===== src/rtl/chirp_pkg.sv =====
// Shared types for the chirp sweep controller: sweep modes, FSM states and the
// config word layout at the default widths.
package chirp_pkg;

  localparam int unsigned CHIRP_PHASE_W  = 48;
  localparam int unsigned CHIRP_RATE_W   = 32;
  localparam int unsigned CHIRP_STEP_W   = 16;
  localparam int unsigned CHIRP_PH_OUT_W = 16;

  typedef enum logic [1:0] {
    MODE_SINGLE   = 2'd0,
    MODE_REPEAT   = 2'd1,
    MODE_TRIANGLE = 2'd2,
    MODE_RSVD     = 2'd3
  } mode_t;

  typedef enum logic [0:0] {
    ST_IDLE = 1'b0,
    ST_RUN  = 1'b1
  } state_t;

  // Config word at default widths; the top re-declares it locally so that
  // non-default parameterisations stay consistent.
  typedef struct packed {
    logic [CHIRP_PHASE_W-1:0] freq;
    logic [CHIRP_PHASE_W-1:0] delta;
    logic [CHIRP_RATE_W-1:0]  rate;
    logic [CHIRP_STEP_W-1:0]  steps;
    mode_t                    mode;
  } chirp_cfg_t;

endpackage


===== src/rtl/chirp_phase_acc.sv =====
// Phase accumulator with synchronous clear and enable; exposes the MSBs.
module chirp_phase_acc #(
  parameter int unsigned PHASE_W  = 48,
  parameter int unsigned PH_OUT_W = 16
) (
  input  logic                clk_i,
  input  logic                rst_i,
  input  logic                clr_i,
  input  logic                en_i,
  input  logic [PHASE_W-1:0]  inc_i,
  output logic [PH_OUT_W-1:0] phase_o
);

  logic [PHASE_W-1:0] acc_q, acc_d;

  // Clear wins over accumulate; sum wraps modulo 2^PHASE_W.
  always_comb begin
    acc_d = acc_q;
    if (clr_i) begin
      acc_d = '0;
    end else if (en_i) begin
      acc_d = acc_q + inc_i;
    end
  end

  // Accumulator state.
  always_ff @(posedge clk_i or posedge rst_i) begin
    if (rst_i) begin
      acc_q <= '0;
    end else begin
      acc_q <= acc_d;
    end
  end

  assign phase_o = acc_q[PHASE_W-1 -: PH_OUT_W];

endmodule


===== src/rtl/chirp_sweep_ctrl.sv =====
// Chirp sweep controller: shadowed config, start-edge triggered stepped phase
// increment generator with single / repeat / triangle modes.
module chirp_sweep_ctrl
  import chirp_pkg::*;
#(
  parameter int unsigned PHASE_W  = CHIRP_PHASE_W,
  parameter int unsigned RATE_W   = CHIRP_RATE_W,
  parameter int unsigned STEP_W   = CHIRP_STEP_W,
  parameter int unsigned PH_OUT_W = CHIRP_PH_OUT_W
) (
  input  logic                clk,
  input  logic                rst,
  input  logic                cfg_valid,
  output logic                cfg_ready,
  input  logic [PHASE_W-1:0]  cfg_freq,
  input  logic [PHASE_W-1:0]  cfg_delta,
  input  logic [RATE_W-1:0]   cfg_rate,
  input  logic [STEP_W-1:0]   cfg_steps,
  input  logic [1:0]          cfg_mode,
  input  logic                start,
  output logic [PHASE_W-1:0]  phase_inc_o,
  output logic [PH_OUT_W-1:0] phase_o,
  output logic                valid_o,
  output logic                busy_o,
  output logic                done_o
);

  typedef struct packed {
    logic [PHASE_W-1:0] freq;
    logic [PHASE_W-1:0] delta;
    logic [RATE_W-1:0]  rate;
    logic [STEP_W-1:0]  steps;
    mode_t              mode;
  } cfg_word_t;

  localparam logic [RATE_W-1:0] RateOne = RATE_W'(1);
  localparam logic [STEP_W-1:0] StepOne = STEP_W'(1);

  state_t             st_q, st_d;
  cfg_word_t          shadow_q, shadow_d;
  cfg_word_t          act_q, act_d;
  logic [PHASE_W-1:0] inc_q, inc_d;
  logic [RATE_W-1:0]  rate_cnt_q, rate_cnt_d;
  logic [STEP_W-1:0]  step_cnt_q, step_cnt_d;
  logic               dir_q, dir_d;   // 0 = up, 1 = down
  logic               done_q, done_d;
  logic               start_q;
  logic               start_edge;
  logic               step_evt;
  logic               acc_clr;
  logic               acc_en;

  assign start_edge = start & ~start_q;
  assign busy_o     = (st_q == ST_RUN);
  assign valid_o    = busy_o;
  assign cfg_ready  = ~busy_o;
  assign phase_inc_o = inc_q;
  assign done_o     = done_q;

  // Shadow capture: any accepted config word, even on a start-edge cycle.
  always_comb begin
    shadow_d = shadow_q;
    if (cfg_valid && cfg_ready) begin
      shadow_d = '{freq:  cfg_freq,
                   delta: cfg_delta,
                   rate:  cfg_rate,
                   steps: cfg_steps,
                   mode:  mode_t'(cfg_mode)};
    end
  end

  // Sweep FSM: launch from shadow, dwell counting, step / end-of-leg handling.
  always_comb begin
    st_d       = st_q;
    act_d      = act_q;
    inc_d      = inc_q;
    rate_cnt_d = rate_cnt_q;
    step_cnt_d = step_cnt_q;
    dir_d      = dir_q;
    done_d     = 1'b0;
    step_evt   = 1'b0;
    acc_clr    = 1'b0;
    acc_en     = 1'b0;
    case (st_q)
      ST_IDLE: begin
        acc_clr = 1'b1;
        if (start_edge) begin
          st_d       = ST_RUN;
          act_d      = shadow_q;
          inc_d      = shadow_q.freq;
          rate_cnt_d = '0;
          step_cnt_d = '0;
          dir_d      = 1'b0;
        end
      end
      ST_RUN: begin
        acc_en = 1'b1;
        if (!start) begin
          // Abort outranks any step event and produces no done pulse.
          st_d       = ST_IDLE;
          inc_d      = '0;
          rate_cnt_d = '0;
          step_cnt_d = '0;
          dir_d      = 1'b0;
          acc_clr    = 1'b1;
        end else begin
          step_evt   = (rate_cnt_q == act_q.rate);
          rate_cnt_d = step_evt ? '0 : rate_cnt_q + RateOne;
          if (step_evt && (act_q.steps != '0)) begin
            if (step_cnt_q == act_q.steps - StepOne) begin
              done_d     = 1'b1;
              step_cnt_d = '0;
              case (act_q.mode)
                MODE_REPEAT:   inc_d = act_q.freq;
                MODE_TRIANGLE: dir_d = ~dir_q;
                default: begin
                  st_d       = ST_IDLE;
                  inc_d      = '0;
                  rate_cnt_d = '0;
                  dir_d      = 1'b0;
                  acc_clr    = 1'b1;
                end
              endcase
            end else begin
              inc_d      = dir_q ? inc_q - act_q.delta : inc_q + act_q.delta;
              step_cnt_d = step_cnt_q + StepOne;
            end
          end
        end
      end
      default: st_d = ST_IDLE;
    endcase
  end

  // Controller state registers.
  always_ff @(posedge clk or posedge rst) begin
    if (rst) begin
      st_q       <= ST_IDLE;
      shadow_q   <= '0;
      act_q      <= '0;
      inc_q      <= '0;
      rate_cnt_q <= '0;
      step_cnt_q <= '0;
      dir_q      <= 1'b0;
      done_q     <= 1'b0;
      start_q    <= 1'b0;
    end else begin
      st_q       <= st_d;
      shadow_q   <= shadow_d;
      act_q      <= act_d;
      inc_q      <= inc_d;
      rate_cnt_q <= rate_cnt_d;
      step_cnt_q <= step_cnt_d;
      dir_q      <= dir_d;
      done_q     <= done_d;
      start_q    <= start;
    end
  end

  chirp_phase_acc #(
    .PHASE_W  (PHASE_W),
    .PH_OUT_W (PH_OUT_W)
  ) u_phase_acc (
    .clk_i   (clk),
    .rst_i   (rst),
    .clr_i   (acc_clr),
    .en_i    (acc_en),
    .inc_i   (inc_q),
    .phase_o (phase_o)
  );

endmodule


===== config.mk =====
export PLATFORM = sky130hd
export DESIGN_NAME = chirp_sweep_ctrl
export DESIGN_NICKNAME = d
export VERILOG_FILES = /design/src/rtl/chirp_pkg.sv /design/src/rtl/chirp_phase_acc.sv /design/src/rtl/chirp_sweep_ctrl.sv
export SDC_FILE = /design/constraint.sdc
export NUM_CORES = 1
export LEC_CHECK = 0
export BUFFER_PORTS_ARGS = -buffer_cell sky130_fd_sc_hd__buf_2
export CELL_PAD_IN_SITES_DETAIL_PLACEMENT = 0
export CELL_PAD_IN_SITES_GLOBAL_PLACEMENT = 1
export CORE_MARGIN = 2
export CORE_UTILIZATION = 47
export CTS_CLUSTER_DIAMETER = 120
export DETAILED_ROUTE_END_ITERATION = 7
export GPL_TIMING_DRIVEN = 0
export PLACE_DENSITY = 0.93
export SYNTH_ARGS = -nofsm -noshare
export SYNTH_HDL_FRONTEND = slang
export SYNTH_HIERARCHICAL = 1
export SYNTH_SLANG_ARGS = --single-unit

===== constraint.sdc =====
create_clock -name clk -period 17.4 [get_ports clk]
set_input_delay 3.48 -clock clk [delete_from_list [all_inputs] [get_ports clk]]
set_output_delay 3.48 -clock clk [all_outputs]
set_load 0.1 [all_outputs]

==> qor.yml, run 1 <==
status: "finished clean"
core_area_mm2: 0.0538
drc: 0
ys_warn_count: 6
antenna_found_initial: 1
clkLatencyLatePin_ps: 620
leakage_nw: 13.6
clk_pin_slew_worst_paths_ps: 60
timing.rr.start: "dir_q$_DFFE_PP0P_"
postSynthCellCount: 2789
layout-drive-gt1-share: 0.183
clockBufferDepth: 3
cts.repair.resized: 0
seq_area_mm2: 0.0110
r2r_cells: 15
fillCellCount: 4861
cp.arrival_ps: 3350
htreeDepth: 2
drt-total-wl_um: 80700
maxSlewViolCount: 0
io_pins: 218
grt_max_degree: 109
cp_max_fo: 10
ys_seq_area_frac: 0.430
maxCapViolCount: 0
synth-seq-cells: 440
wl_per_cell_um: 21.3
antennaDiodeCount: 0
fmax_ghz: 0.146
avgSynthCellArea_um2: 9.19
overflow: 0
synth_flop_cell: "dfrtp_1"
fp.dieH_um: 237
ant_nets: 0
hold_depth: 2
drt_iter0_drc: 2096
die_w_um: 237
finalCritPeriodShare: 0.393
post-layout-total-power_w: 0.00672
track_usage: 0.285
area_growth_pct: 14.6
vias: 22027
hpwl_um: 61600
yosys.area.top_type: "dfrtp_1"
hp-class: "flip-flop to flip-flop"
place_congestion: 0.932
finalSetupViolCount: 0
cts_tree: "built"
synthesis.nets: 3043
ys_top_cells_by_area: "dfrtp_1 43%, nand2_1 8.5%, mux2_2 6.5%"
syn_area_mm2: 0.0256
grt_pass1_wl_um: 125000
multi_input_area_mm2: 0.0136
path_class: "flip-flop to output port"
fp-row-count: 85
initial_core_util: 0.476
yosysUniqueCellTypes: 108
crit_required_ps: 13920
grt_pass1_vias: 21966
first_pass_iters: 6
die_area_mm2: 0.0564
cts_setup_buffers: 0
crit_path_start_kind: "flip-flop"
r2r_slack_ps: 11870
hold_viol: 0
layout_common_cells: "583 x nand2_1, 440 x dfrtp_1, 235 x buf_2"
synth_edf_count: 0
synth_top_area_frac: 0.430
avgViaCountPerCell: 5.81
cts.sinks: 440
cts_root_buf: "clkbuf_16"
rr_endpoint: "phase_inc_o[46]$_DFFE_PP0P_"
fin_nets: 3315
ys_async_sr_fraction: 1.00
rsz0062_at_grt: "false"
portBuffers: 217
fin_area_mm2: 0.0294
placed_cell_area_mm2: 0.0277
min_delay_worst_endpoint: "act_q[72]$_DFFE_PP0P_"
finClkSkew_ps: 33.2
final_common_cell: "nand2_1"
slew_headroom: 0.159
finalCriticalPeriod_ps: 6830
crit_path_end_kind: "output port"
tightest_slew_ps: 1260
peakVddDrop_mv: 0.175
power_density_mw_per_mm2: 229
numCtsBuffers: 49
hp-start: "shadow_q[72]$_DFFE_PP0P_"
postCtsHoldBufs: 0
==> routing by layer <==
layer,share of wire,vias to the layer above,track usage
li1,-,10251,-
met1,0.43,10786,0.377
met2,0.47,821,0.474
met3,0.061,167,0.0408
met4,0.040,2,0.109
met5,0.00020,-,0
==> state kept, by name, indices dropped and copies added, names as in the netlist <==
register / count
act_q: 146
shadow_q: 146
phase_inc_o: 48
u_phase_acc/acc_q: 48
rate_cnt_q: 32
step_cnt_q: 16
busy_o: 1
dir_q: 1
done_o: 1
start_q: 1
==> how the worst max path moves through the flow <==
| stage | start | end | slack [ps] | depth (start not counted) |
|---|---|---|---|---|
| floorplan | rst | act_q[0]$_DFFE_PP0P_ | 3020 | 1 |
| global placement | rst | shadow_q[28]$_DFFE_PP0P_ | -790 | 2 |
| detailed placement | start | u_phase_acc/acc_q[45]$_DFFE_PP0P_ | 10410 | 9 |
| CTS | busy_o$_DFF_PP0_ | cfg_ready | 10610 | 4 |
| global route | busy_o$_DFF_PP0_ | cfg_ready | 10520 | 4 |
| finish | busy_o$_DFF_PP0_ | cfg_ready | 10570 | 4 |
==> stage by stage <==
step	setup slack, ps	utilization	instances	hold slack, ps	setup TNS (ps)
after floorplan	3020	-	2789	435	0
after global routing	10520	0.545	3791	485	0
after CTS	10610	0.545	3791	458	0
after detailed placement	10410	0.515	3706	447	0
after global placement	-793	0.512	3702	445	-280450
final	10570	0.545	3791	459	0
==> cell type report <==
class,count,area share
multi-input cells,2148,0.464
clock inverters,22,0.00946
flip-flops and latches,440,0.375
clock buffers,63,0.0470
plain buffers,152,0.0277
well taps,696,0.0297
inverters,49,0.00652
repair buffers,221,0.0408
==> power breakdown <==
part	internal, W	total [W]	switching, W
registers	0.00145	0.00189	0.000440
clock network	0.000610	0.00107	0.000457
logic	0.00136	0.00377	0.00240
==> cell usage after synthesis (41+ instances only) <==
master,n
a21oi_1,164
clkbuf_1,90
dfrtp_1,440
ha_1,102
inv_1,48
mux2_2,149
mux2i_1,45
nand2_1,583
nand3_1,53
nand4_1,41
nor2_1,214
o21ai_0,149
xnor2_1,144
xor2_1,51
==> worst max-delay path: stages (launching register included) <==
cell	delay [ps]
dfrtp_1	640
inv_1	210
clkbuf_1	640
clkbuf_1	670
buf_2	570
==> kinds of logic (layout without fill, tap and decap cells) <==
family | Yosys count | in the layout | share of synthesized area
XOR/XNOR | 195 | 195 | 0.0667
flip-flops | 440 | 440 | 0.430
adder cells (fa/ha/maj) | 104 | 104 | 0.0514
multiplexers | 195 | 195 | 0.0835
AND/OR/NAND/NOR | 1089 | 1089 | 0.189
AO/OA/AOI/OAI | 565 | 565 | 0.141
buffers and inverters | 201 | 507 | 0.0389
Note: power is estimated with default switching activity, not from simulation.
==> inputs of run 2 (changes only) <==
--- a/config.mk
+++ b/config.mk
@@ -9,11 +9,11 @@
 export CELL_PAD_IN_SITES_DETAIL_PLACEMENT = 0
 export CELL_PAD_IN_SITES_GLOBAL_PLACEMENT = 1
 export CORE_MARGIN = 2
-export CORE_UTILIZATION = 47
+export CORE_UTILIZATION = 42
 export CTS_CLUSTER_DIAMETER = 120
 export DETAILED_ROUTE_END_ITERATION = 7
 export GPL_TIMING_DRIVEN = 0
-export PLACE_DENSITY = 0.93
+export PLACE_DENSITY = 0.88
 export SYNTH_ARGS = -nofsm -noshare
 export SYNTH_HDL_FRONTEND = slang
 export SYNTH_HIERARCHICAL = 1
==> constraint.sdc (replaced) <==
create_clock -name clk -period 6.1 [get_ports clk]
set_input_delay 1.22 -clock clk [delete_from_list [all_inputs] [get_ports clk]]
set_output_delay 1.22 -clock clk [all_outputs]
set_load 0.1 [all_outputs]
==> qor.yml, run 2 (synthesis results as in run 1) <==
core_area_mm2: 0.0604  # +12%
vias: 21642  # -1.7%
r2r_slack_ps: 360  # -11,510 ps
peakVddDrop_mv: 0.448  # +160%
drt_iter0_drc: 1688  # -19%
antennaDiodeCount: 0  # unchanged
crit_path_end_kind: "flip-flop"
fillCellCount: 5746  # +18%
grt_use_met3: 0.0400  # -0.000795
clk_pin_slew_worst_paths_ps: 60  # about the same
cts_tree: "built"
maxCapViolCount: 0  # unchanged
track_usage: 0.252  # -0.0326
die_w_um: 251  # +5.7%
fin_area_mm2: 0.0295  # +0.67%
dp_slack_ps: 566  # -9840 ps
io_pins: 218  # unchanged
initial_core_util: 0.424  # -0.0516
hold_viol: 0  # unchanged
rsz0062_at_grt: "false"
slew_headroom: 0.0872  # -0.0716
portBuffers: 217  # unchanged
overflow: 0  # unchanged
drt-total-wl_um: 79700  # -1.3%
finalCriticalPeriod_ps: 5740
clockBufferDepth: 3  # unchanged
layout_setup_ws_ps: 356  # -10,210 ps
area_growth_pct: 15.3
finalCritPeriodShare: 0.942
finalSetupViolCount: 0  # unchanged
first_pass_iters: 7  # +1
path_class: "flip-flop to flip-flop"
fp.dieH_um: 251  # +5.7%
cts_setup_buffers: 0  # unchanged
r2r_cells: 15  # unchanged
cp-startpoint: "dir_q$_DFFE_PP0P_"
status: "finished clean"
cts.repair.resized: 0  # unchanged
cts_root_buf: "clkbuf_16"
min_delay_worst_endpoint: "act_q[73]$_DFFE_PP0P_"
fp-row-count: 90  # +5.9%
cts.sinks: 440  # unchanged
cp.arrival_ps: 6270  # +2920 ps
critPathMaxStageDelay_ps: 630  # -40 ps
wl_per_cell_um: 20.5  # -3.7%
layout_common_cells: "583 x nand2_1, 440 x dfrtp_1, 235 x buf_2"
htreeDepth: 2  # unchanged
place_congestion: 0.947  # +1.6%
grt_pass1_vias: 20969  # -4.5%
placed_cell_area_mm2: 0.0279  # +0.77%
grt_use_met1: 0.344  # -0.0328
grt_max_degree: 45  # -59%
top_usage_layer: "met2"
power_density_mw_per_mm2: 647  # +180%
drc: 0  # unchanged
postCtsHoldBufs: 0  # unchanged
avgViaCountPerCell: 5.57  # -4.2%
hpwl_um: 61100  # -0.76%
post-route-util: 0.490  # -0.0559
die_area_mm2: 0.0630  # +12%
numCtsBuffers: 48  # -2.0%
cp_max_fo: 10  # unchanged
cpMaxStageDelayCell: "buf_1"
final_common_cell: "nand2_1"
finClkSkew_ps: 45.8  # +12.6 ps
grt_pass1_wl_um: 123000  # -1.4%
clkLatencyLatePin_ps: 620  # about the same
tightest_slew_ps: 1370  # +107 ps
maxSlewViolCount: 0  # unchanged
fmax_ghz: 0.174
placedCellCount: 3799  # +2.5%
ant_nets: 0  # unchanged
grtUsageMet2: 0.413  # -0.0611
hold_slack_ps: 429  # -30.0 ps
fin_nets: 3321  # +0.18%
leakage_nw: 13.7  # +0.38%
crit_path_cell_trace: "clkbuf_1 > buf_1 > mux2i_1 > fa_1 > a21o_1 > a221oi_1 > nand4b_1 > nor4b_1 > o31a_1 > o21ba_2 > o21ai_0 > a311oi_1 > xnor2_1 > nand2_1 > a21oi_1"
timing.rr.start: "dir_q$_DFFE_PP0P_"
crit_path_start_kind: "flip-flop"
antenna_found_initial: 1  # unchanged
largest_registers: "act_q x146, shadow_q x146"
crit_required_ps: 6620  # -7300 ps
hp-class: "flip-flop to flip-flop"
hold_depth: 2  # unchanged
hp-start: "shadow_q[73]$_DFFE_PP0P_"
rr_endpoint: "phase_inc_o[46]$_DFFE_PP0P_"
layout-drive-gt1-share: 0.185  # +0.00193
instances_no_fill: 3888  # +2.6%
-- run 2: through the flow --
stage | power (W) | TNS, ps
6_report | 0.0191 | 0
5_1_grt | 0.0204 | 0
4_1_cts | 0.0191 | 0
3_5_place_dp | 0.0160 | 0
3_3_place_gp | 0.0158 | -1058040
2_1_floorplan | 0.0131 | -154400
-- run 2: final cells by class --
class	count	area (um2)	area share
Inverter	49	188	0.00635
Tap cell	782	978	0.0331
Clock inverter	29	342	0.0116
Buffer	152	813	0.0275
Sequential cell	440	11000	0.373
Timing Repair Buffer	228	1310	0.0442
Multi-Input combinational cell	2148	13600	0.461
Clock buffer	60	1300	0.0439
-- run 2: how the worst max path moves through the flow --
stage                                        to
floorplan                  act_q[0]$_DFFE_PP0P_
global placement     rate_cnt_q[14]$_DFFE_PP0P_
detailed placement  phase_inc_o[46]$_DFFE_PP0P_
CTS                 phase_inc_o[46]$_DFFE_PP0P_
global route        phase_inc_o[46]$_DFFE_PP0P_
finish              phase_inc_o[46]$_DFFE_PP0P_
-- run 2: critical path, delay by kind of cell, from the launching register on --
kind	cells	cell delay [ps]
compound gates	7	2070
buf+inv	2	1200
simple gates	3	930
fa+ha+maj	1	490
flops	1	480
mux	1	280
xor+xnor	1	190
-- run 2: per-layer routing --
metal	vias to the layer above	share of wire
li1	10281	-
met1	10507	0.44
met2	736	0.46
met3	118	0.069
met4	0	0.029
met5	-	0
-- run 2: where the power goes --
part / switching (W) / total [W] / internal [W]
sequential: 0.00128 / 0.00541 / 0.00413
combinational: 0.00678 / 0.0107 / 0.00389
clock: 0.00133 / 0.00304 / 0.00171
==> inputs of run 3 (changes only) <==
--- a/config.mk
+++ b/config.mk
@@ -9,11 +9,11 @@
 export CELL_PAD_IN_SITES_DETAIL_PLACEMENT = 0
 export CELL_PAD_IN_SITES_GLOBAL_PLACEMENT = 1
 export CORE_MARGIN = 2
-export CORE_UTILIZATION = 42
+export CORE_UTILIZATION = 47
 export CTS_CLUSTER_DIAMETER = 120
 export DETAILED_ROUTE_END_ITERATION = 7
 export GPL_TIMING_DRIVEN = 0
-export PLACE_DENSITY = 0.88
+export PLACE_DENSITY = 0.93
 export SYNTH_ARGS = -nofsm -noshare
 export SYNTH_HDL_FRONTEND = slang
 export SYNTH_HIERARCHICAL = 1
==> constraint.sdc (replaced) <==
create_clock -name clk -period 6.6 [get_ports clk]
set_input_delay 1.32 -clock clk [delete_from_list [all_inputs] [get_ports clk]]
set_output_delay 1.32 -clock clk [all_outputs]
set_load 0.1 [all_outputs]
==> qor.yml, run 3 (synthesis results as in run 1) <==
finalCriticalPeriod_ps: 5560  # -182 ps
first_pass_iters: 6  # -1
rr_endpoint: "u_phase_acc/acc_q[39]$_DFFE_PP0P_"
layout_setup_ws_ps: 1040  # +682 ps
area_growth_pct: 15.4  # about the same
hold_viol: 0  # unchanged
htreeDepth: 2  # unchanged
drt_iter0_drc: 1917  # +14%
finalSetupViolCount: 0  # unchanged
clkLatencyLatePin_ps: 640  # +20 ps
r2r_slack_ps: 1040  # +680 ps
tightest_slew_ps: 1320  # -51.0 ps
peakVddDrop_mv: 0.452  # +0.81%
p_sw_w: 0.00872  # -7.1%
fp.dieH_um: 237  # -5.4%
critPathMaxStageDelay_ps: 680  # +50 ps
grt_max_degree: 46  # +2.2%
status: "finished clean"
cpMaxStageDelayCell: "clkbuf_1"
path_depth: 16  # +1
grt_pass1_wl_um: 124000  # +0.77%
antenna_found_initial: 0  # -1
largest_registers: "act_q x146, shadow_q x146"
fin_area_mm2: 0.0296  # about the same
critPathMostFrequentCell: "clkbuf_1"
vias: 22006  # +1.7%
rsz0062_at_grt: "false"
fp-row-count: 85  # -5.6%
cts_tree: "built"
placed_cell_area_mm2: 0.0278  # -0.39%
path_class: "flip-flop to flip-flop"
cp-startpoint: "act_q[2]$_DFFE_PP0P_"
p_sw_frac: 0.488  # -0.00269
hp-class: "flip-flop to flip-flop"
crit_path_cell_trace: "inv_1 > ha_1 > clkbuf_1 > or3b_2 > nor4_1 > xnor2_1 > nor2_1 > nand4_1 > nor2_2 > buf_2 > buf_2 > nand3_1 > nand2_1 > clkbuf_1 > clkbuf_1 > nor2_1"
core_area_mm2: 0.0538  # -11%
power_density_mw_per_mm2: 604  # -6.7%
slew_headroom: 0.121  # +0.0340
place_congestion: 0.932  # -1.6%
cp_max_fo: 10  # unchanged
maxCapViolCount: 0  # unchanged
crit_family: "buffers and inverters"
leakage_nw: 13.7  # +0.39%
maxSlewViolCount: 0  # unchanged
layout-drive-gt1-share: 0.186  # +0.00111
fin_nets: 3323  # +0.060%
antennaDiodeCount: 0  # unchanged
timing.rr.start: "act_q[2]$_DFFE_PP0P_"
post-layout-total-power_w: 0.0179  # -6.6%
overflow: 0  # unchanged
wl_per_cell_um: 21.2  # +3.2%
min_delay_worst_endpoint: "act_q[71]$_DFFE_PP0P_"
cts_root_buf: "clkbuf_16"
dp_slack_ps: 1140  # +575 ps
die_area_mm2: 0.0564  # -10%
final_common_cell: "nand2_1"
fmax_ghz: 0.180  # +3.3%
crit_required_ps: 7050  # +430 ps
drt-total-wl_um: 80500  # +0.95%
hpwl_um: 61800  # +1.1%
crit_path_end_kind: "flip-flop"
p_clk_frac: 0.165  # +0.006
clockBufferDepth: 3  # unchanged
clk_pin_slew_worst_paths_ps: 60  # about the same
hold_depth: 2  # unchanged
io_pins: 218  # unchanged
pwr-share-seq: 0.279  # -0.004
layout_common_cells: "583 x nand2_1, 440 x dfrtp_1, 235 x buf_2"
cts.repair.resized: 0  # unchanged
track_usage: 0.283  # +0.0312
hp-start: "shadow_q[71]$_DFFE_PP0P_"
path_buf_inv: 6  # +4
ant_nets: 0  # unchanged
crit_path_start_kind: "flip-flop"
setup_tns_ps: 0  # unchanged
combPwrFrac: 0.556  # -0.002
initial_core_util: 0.476  # +0.0516
portBuffers: 217  # unchanged
cts.sinks: 440  # unchanged
cts_setup_buffers: 0  # unchanged
grt_pass1_vias: 21940  # +4.6%
finClkSkew_ps: 61.4  # +15.6 ps
p_int_w: 0.00914  # -6.1%
postCtsHoldBufs: 0  # unchanged
r2r_cells: 16  # +1
numCtsBuffers: 50  # +4.2%
finalCritPeriodShare: 0.843  # -0.0988
die_w_um: 237  # -5.4%
post-route-util: 0.550  # +0.0600
drc: 0  # unchanged
avgViaCountPerCell: 5.78  # +3.9%
cp.arrival_ps: 6010  # -260 ps
==> run 3: cell count changes in the layout (fill, tap and decap cells not counted), sizes merged <==
cell | previous run | this run
clkinv | 17 | 10
clkbuf | 156 | 166
inv | 52 | 50
clkinvlp | 5 | 7
==> run 3: worst max-delay path by stage <==
stage                     slack (ps)                           endpoint
after floorplan                    6               act_q[0]$_DFFE_PP0P_
after global placement         -1990           shadow_q[35]$_DFFE_PP0P_
final                           1040  u_phase_acc/acc_q[39]$_DFFE_PP0P_
after global routing             830        phase_inc_o[46]$_DFFE_PP0P_
after detailed placement        1140  u_phase_acc/acc_q[42]$_DFFE_PP0P_
after CTS                       1080  u_phase_acc/acc_q[39]$_DFFE_PP0P_
==> run 3: final cells by class <==
class | instances | area (um2)
clock inverters | 22 | 305
multi-input cells | 2148 | 13600
well taps | 696 | 871
fillers | 4795 | 24200
plain buffers | 152 | 813
clock buffers | 70 | 1470
flip-flops and latches | 440 | 11000
inverters | 49 | 188
repair buffers | 228 | 1310
==> run 3: metal layers <==
metal,part of all wire,global-route usage,up-vias
li1,-,-,10265
met1,0.43,0.377,10795
met2,0.47,0.468,768
met3,0.060,0.0395,178
met4,0.041,0.114,0
met5,0,0,-
==> run 3: power by group through the flow <==
stage               Sequential, W  Clock, W  Combinational [W]
finish                    0.00499   0.00294            0.00993
global route              0.00511   0.00310             0.0108
CTS                       0.00496   0.00298            0.00983
detailed placement        0.00499         0            0.00977
global placement          0.00495         0            0.00958
floorplan                 0.00552         0            0.00661
==> run 3: worst min-delay path, stage by stage (launching register included) <==
cell     delay (ps)
dfrtp_1         340
nand2_1          50
o21ai_0          60
==> run 3: per-stage QoR <==
| step | instances | hold WS [ps] |
|---|---|---|
| finish | 3805 | 417 |
| global route | 3805 | 459 |
| CTS | 3805 | 419 |
| detailed placement | 3713 | 452 |
| global placement | 3702 | 446 |
| floorplan | 2789 | 435 |
